[config.mk]
export PLATFORM = sky130hd
export DESIGN_NAME = otter_intr_ctrl_flat
export DESIGN_NICKNAME = d
export VERILOG_FILES = /design/src/rtl/otter_intr_ctrl_if.sv /design/src/rtl/otter_intr_ctrl.sv /design/src/flat_wrapper.sv
export SDC_FILE = /design/constraint.sdc
export NUM_CORES = 1
export LEC_CHECK = 0
export ABC_AREA = 1
export BUFFER_PORTS_ARGS = -buffer_cell sky130_fd_sc_hd__buf_2
export CORE_MARGIN = 2
export CORE_UTILIZATION = 35
export CTS_BUF_LIST = sky130_fd_sc_hd__clkbuf_8
export DETAILED_ROUTE_END_ITERATION = 8
export HOLD_SLACK_MARGIN = 0.1
export PLACE_DENSITY = 0.69
export SLEW_MARGIN = 5
export SYNTH_ARGS = -nofsm -noshare
export SYNTH_HDL_FRONTEND = slang
export SYNTH_SLANG_ARGS = --single-unit
[constraint.sdc]
create_clock -name CLK -period 2.2 [get_ports CLK]
set_input_delay 0.11 -clock CLK [delete_from_list [all_inputs] [get_ports CLK]]
set_output_delay 0.11 -clock CLK [all_outputs]
set_load 0.1 [all_outputs]
[src/rtl/otter_intr_ctrl_if.sv]
// IOBUS slice seen by the interrupt controller: MCU address/data/strobe in,
// read data back to the IOBUS_IN mux.
interface otter_intr_ctrl_if;
  logic [31:0] IOBUS_ADDR;
  logic [31:0] IOBUS_OUT;
  logic        IOBUS_WR;
  logic [31:0] RD_DATA;

  modport master (output IOBUS_ADDR, output IOBUS_OUT, output IOBUS_WR, input RD_DATA);
  modport slave  (input IOBUS_ADDR, input IOBUS_OUT, input IOBUS_WR, output RD_DATA);
endinterface

[src/rtl/otter_intr_ctrl.sv]
// Interrupt controller for OTTER_MCU: synchronised edge capture, enable masking,
// fixed low-index priority and a claim/EOI handshake driving a registered INTR.
module otter_intr_ctrl #(
  parameter int unsigned NUM_SRC   = 8,
  parameter logic [31:0] BASE_ADDR = 32'h1100_0200
) (
  input  logic               CLK,
  input  logic               RST_N,
  input  logic [NUM_SRC-1:0] IRQ_SRC,
  otter_intr_ctrl_if.slave   iobus,
  output logic               INTR
);

  typedef enum logic [1:0] {IDLE, ASSERT, SERVICE} state_t;

  state_t             state;
  logic               gen;
  logic [NUM_SRC-1:0] enable, pending;
  logic [NUM_SRC-1:0] sync1, sync2, prev;
  logic [4:0]         claim_id;
  logic               valid;

  logic               hit;
  logic [4:0]         off;
  logic               wr_ctrl, wr_enable, wr_pending, wr_claim, wr_eoi;
  logic [NUM_SRC-1:0] edge_set, masked, claim_mask, clear_mask;
  logic               id_live, do_claim;
  logic               cand_valid;
  logic [4:0]         cand_id;

  assign hit        = (iobus.IOBUS_ADDR[31:5] == BASE_ADDR[31:5]);
  assign off        = iobus.IOBUS_ADDR[4:0];
  assign wr_ctrl    = iobus.IOBUS_WR && hit && (off == 5'h00);
  assign wr_enable  = iobus.IOBUS_WR && hit && (off == 5'h04);
  assign wr_pending = iobus.IOBUS_WR && hit && (off == 5'h08);
  assign wr_claim   = iobus.IOBUS_WR && hit && (off == 5'h0C);
  assign wr_eoi     = iobus.IOBUS_WR && hit && (off == 5'h10);

  assign edge_set   = sync2 & ~prev;
  assign masked     = pending & enable & {NUM_SRC{gen}};
  // One-hot of the latched id avoids indexing by a 5-bit id when NUM_SRC < 32.
  assign claim_mask = NUM_SRC'(1) << claim_id;
  assign id_live    = |(masked & claim_mask);
  assign do_claim   = (state == ASSERT) && id_live && wr_claim;

  always_comb begin
    clear_mask = '0;
    if (wr_pending) clear_mask = iobus.IOBUS_OUT[NUM_SRC-1:0];
    if (do_claim)   clear_mask = clear_mask | claim_mask;
  end

  always_comb begin
    cand_valid = 1'b0;
    cand_id    = '0;
    for (int unsigned i = 0; i < NUM_SRC; i++) begin
      if (masked[i] && !cand_valid) begin
        cand_valid = 1'b1;
        cand_id    = 5'(i);
      end
    end
  end

  always_comb begin
    iobus.RD_DATA = '0;
    if (hit) begin
      case (off)
        5'h00:   iobus.RD_DATA = {31'b0, gen};
        5'h04:   iobus.RD_DATA = 32'(enable);
        5'h08:   iobus.RD_DATA = 32'(pending);
        5'h0C:   iobus.RD_DATA = {valid, 26'b0, claim_id};
        default: iobus.RD_DATA = '0;
      endcase
    end
  end

  // Edge-set is OR-ed in after clearing, so a new edge beats W1C and claim.
  always_ff @(posedge CLK or negedge RST_N) begin
    if (!RST_N) begin
      sync1   <= '0;
      sync2   <= '0;
      prev    <= '0;
      gen     <= 1'b0;
      enable  <= '0;
      pending <= '0;
    end else begin
      sync1   <= IRQ_SRC;
      sync2   <= sync1;
      prev    <= sync2;
      if (wr_ctrl)   gen    <= iobus.IOBUS_OUT[0];
      if (wr_enable) enable <= iobus.IOBUS_OUT[NUM_SRC-1:0];
      pending <= (pending & ~clear_mask) | edge_set;
    end
  end

  always_ff @(posedge CLK or negedge RST_N) begin
    if (!RST_N) begin
      state    <= IDLE;
      claim_id <= '0;
      valid    <= 1'b0;
      INTR     <= 1'b0;
    end else begin
      case (state)
        IDLE: begin
          if (cand_valid) begin
            claim_id <= cand_id;
            valid    <= 1'b1;
            INTR     <= 1'b1;
            state    <= ASSERT;
          end
        end
        ASSERT: begin
          if (!id_live) begin
            INTR  <= 1'b0;
            valid <= 1'b0;
            state <= IDLE;
          end else if (wr_claim) begin
            INTR  <= 1'b0;
            state <= SERVICE;
          end
        end
        SERVICE: begin
          if (wr_eoi) begin
            valid <= 1'b0;
            state <= IDLE;
          end
        end
        default: state <= IDLE;
      endcase
    end
  end

endmodule

[src/flat_wrapper.sv]
// flat-port wrapper written by rule: the top's interface ports become plain ports
module otter_intr_ctrl_flat 
#(
  parameter int unsigned NUM_SRC   = 8,
  parameter logic [31:0] BASE_ADDR = 32'h1100_0200
)
  (CLK, RST_N, IRQ_SRC, INTR, iobus_IOBUS_ADDR, iobus_IOBUS_OUT, iobus_IOBUS_WR, iobus_RD_DATA);
  otter_intr_ctrl_if iobus_i ();
  input  logic CLK;
  input  logic RST_N;
  input  logic [NUM_SRC-1:0] IRQ_SRC;
  output logic INTR;
  input wire logic [$bits(iobus_i.IOBUS_ADDR)-1:0] iobus_IOBUS_ADDR;
  input wire logic [$bits(iobus_i.IOBUS_OUT)-1:0] iobus_IOBUS_OUT;
  input wire logic [$bits(iobus_i.IOBUS_WR)-1:0] iobus_IOBUS_WR;
  output wire logic [$bits(iobus_i.RD_DATA)-1:0] iobus_RD_DATA;
  assign iobus_i.IOBUS_ADDR = iobus_IOBUS_ADDR;
  assign iobus_i.IOBUS_OUT = iobus_IOBUS_OUT;
  assign iobus_i.IOBUS_WR = iobus_IOBUS_WR;
  assign iobus_RD_DATA = iobus_i.RD_DATA;
  otter_intr_ctrl #(.NUM_SRC(NUM_SRC), .BASE_ADDR(BASE_ADDR)) u_core (.CLK(CLK), .RST_N(RST_N), .IRQ_SRC(IRQ_SRC), .iobus(iobus_i), .INTR(INTR));
endmodule
==> impl_metrics.csv <==
group,metric,value,unit
cells_and_area,fin_nets,491,
power,p_comb_share,16.3,%
setup_path,cp-end-kind,"primary output",
yosys,ys_ff_latch,48,
setup_path,r2r_setup_slack,400,ps
cells_and_area,drive_gt1_share,19.6,%
yosys,avgSynthCellArea,7.76,um2
timing,rsz0062_at_grt,"no",
cells_and_area,n_antenna_cell,0,
timing,relSlewSlack,60.2,%
run_status,status,"complete, no violations",
power,peakVddDrop,387,uV
grt,grt_max_degree,49,
die,fp.coreArea,0.00714,mm2
timing,tns,0,ps
min_path,min_path_type,"input port to flip-flop",
setup_path,crit_type,"input port to primary output",
power,intPower,1.22,mW
yosys,synthTopCellsByArea,"dfrtp_1, nand2_1, nand3_1",
place,io_buffer_count,60,
yosys,ys_seq_area_share,47.4,%
setup_path,start_kind,"input port",
cells_and_area,fillers,734,
flow_run,maxCapViolCount,0,
yosys,synth_edf_count,0,
timing,max_freq,527,MHz
timing,min_period_over_period,86.2,%
clock_network,cts_tree,"yes",
yosys,netlist_area,0.00254,mm2
setup_path,worst_r2r_path_depth,10,
yosys,synthCells,327,
power,p_seq_share,52.2,%
yosys,synth_top_cell_area_share,47.4,%
power,p_clk_share,31.5,%
place,dp_hpwl,4350,um
power,p_sw,0.529,mW
setup_path,critical_path_required,2090,ps
setup_path,cp_max_fo,8,
cells_and_area,seq_area,0.00120,mm2
routing,drc_errors,0,
min_path,hold_path_depth,4,
routing,drt-pass1-iter-count,4,
grt,grtUsageMet1,18.9,%
place,gp_congestion,0.934,
grt,use_met3,2.86,%
timing,setup_viol,0,
yosys,synthFlopType,"dfrtp_1",
grt,top_usage_layer,"met2",
yosys,ys.warnings.count,0,
routing,wirelength,5890,um
clock_network,cts.sinks,48,
clock_network,cts.htree.levels,2,
clock_network,clk_pin_slew,90,ps
die,die-area,0.00794,mm2
setup_path,arrival,1790,ps
routing,via_count,2316,
clock_network,cts-root-buf,"clkbuf_8",
grt,gr-total-overflow,0,
routing,drt_iter0_markers,158,
yosys,synth_cell_types,25,
setup_path,r2r-end,"u_core.INTR$_DFFE_PN0P_",
grt,grt_pass1_vias,2205,
min_path,min_from,"iobus_IOBUS_ADDR[4]",
timing,hold_violations,0,
die,initial_core_util,35.5,%
clock_network,cts_setup_buffers,0,
die,die_y,89.1,um
grt,grt_pass1_wl,9460,um
timing,fin_ws,303,ps
min_path,hold_path_end,"u_core.gen$_DFFE_PN0P_",
setup_path,r2r_start,"u_core.gen$_DFFE_PN0P_",
routing,viasPerCell,4.52,
yosys,yosysMostFrequentCell,"nand2_1",
grt,antenna_found_initial,0,
die,placementRows,31,
place,dp_worst_setup_slack,307,ps
clock_network,cts-buffers-inserted,5,
timing,finClkSkew,9.69,ps
yosys,synthTopCellsByCount,"nand2_1, dfrtp_1, nand3_1",
routing,wl_per_cell,11.5,um
die,die_x,89.1,um
yosys,async_flop_share,100,%
cells_and_area,multi_input_comb_area,0.00107,mm2
cells_and_area,area_delta_synth_final,25.4,%
power,powerDensity,548,mW/mm2
power,swShare,30.3,%
timing,slew_violations,0,
timing,min_period,1900,ps
yosys,synth_top_area_cell,"dfrtp_1",
clock_network,clock_latency,300,ps
clock_network,clockBufferDepth,2,
power,p_leak,1.62,nW
grt,grt_usage,15.7,%
routing,ant_nets,0,
grt,grt_use_met2,28.5,%
die,pin_count,108,
timing,tightest_slew,597,ps
through the flow:
step / instance area (um2) / util [%] / cells / hold WS [ps] / power [mW]
detailed placement: 2920 / 40.9 / 487 / 220 / 1.19
floorplan: 2630 / - / 349 / -186 / 1.15
global placement: 2920 / 40.9 / 487 / 218 / 1.19
global route: 3180 / 44.6 / 512 / 178 / 1.83
finish: 3180 / 44.6 / 512 / 140 / 1.74
CTS: 3180 / 44.6 / 512 / 136 / 1.77
power by group through the flow:
stage / Sequential [mW] / Combinational (mW) / Clock [mW]
final: 0.911 / 0.285 / 0.549
after global routing: 0.913 / 0.307 / 0.606
after CTS: 0.911 / 0.287 / 0.570
after detailed placement: 0.929 / 0.264 / 0
after global placement: 0.927 / 0.261 / 0
after floorplan: 0.927 / 0.225 / 0
what timing repair did:
action | CTS | global route
hold buffers | 17 | 0
resized for setup | 0 | 0
hold endpoints to repair | 71 | 0
endpoints found under the setup margin | 0 | 0
cell type report:
class / instances / area share (%)
sequential: 48 / 37.8
clock inverter: 2 / 0.354
tap: 99 / 3.89
inverter: 40 / 4.72
timing repair buffer: 82 / 16.9
multi-input combinational: 235 / 33.8
clock buffer: 6 / 2.60
worst max-delay path by stage:
stage                                    start          endpoint  cells past startpoint  slack, ps
after detailed placement  iobus_IOBUS_ADDR[21]  iobus_RD_DATA[6]                      9        310
after global routing      iobus_IOBUS_ADDR[18]  iobus_RD_DATA[3]                      9        190
after global placement    iobus_IOBUS_ADDR[25]  iobus_RD_DATA[7]                      9        330
after floorplan           iobus_IOBUS_ADDR[23]  iobus_RD_DATA[1]                      7       -240
after CTS                 iobus_IOBUS_ADDR[21]  iobus_RD_DATA[6]                      9        300
final                     iobus_IOBUS_ADDR[23]  iobus_RD_DATA[6]                      9        300
critical path: stages:
cell     delay [ps]
buf_2           100
inv_1            40
nand2_1          40
nor2_1           90
nand3_1         130
nor2_2          200
nand3_1         330
a21oi_1         270
buf_2           460
routing by layer:
| metal | routed length, um | part of all wire (%) |
|---|---|---|
| met4 | 68 | 1.2 |
| met2 | 2750 | 47 |
| met5 | 0 | 0 |
| met3 | 430 | 7.3 |
| met1 | 2640 | 45 |
registers in the layout, summed over array words and instances, names as in the netlist:
register / flops
u_core.sync1: 8
u_core.pending: 8
u_core.state: 2
u_core.valid: 1
u_core.enable: 8
u_core.sync2: 8
u_core.prev: 8
u_core.gen: 1
u_core.INTR: 1
u_core.claim_id: 3
layout by cell type (no fill, tap or decap), types with 5 or more instances in the layout:
master,n
o21ai_0,8
buf_4,5
nor2_1,34
dlygate4sd3_1,17
nand2_1,89
clkbuf_8,6
inv_1,36
dfrtp_1,48
nand3_1,43
nor2_2,5
a21oi_1,9
conb_1,23
nand3b_1,8
buf_2,58
cell families after synthesis:
kind of cell | count (synthesis) | synth area share [%]
other cells | 1 | 0.148
compound gates | 24 | 5.23
flops | 48 | 47.4
fa+ha+maj | 4 | 1.97
buf+inv | 66 | 13.8
simple gates | 184 | 31.5
Note: power is estimated with default switching activity, not from simulation.
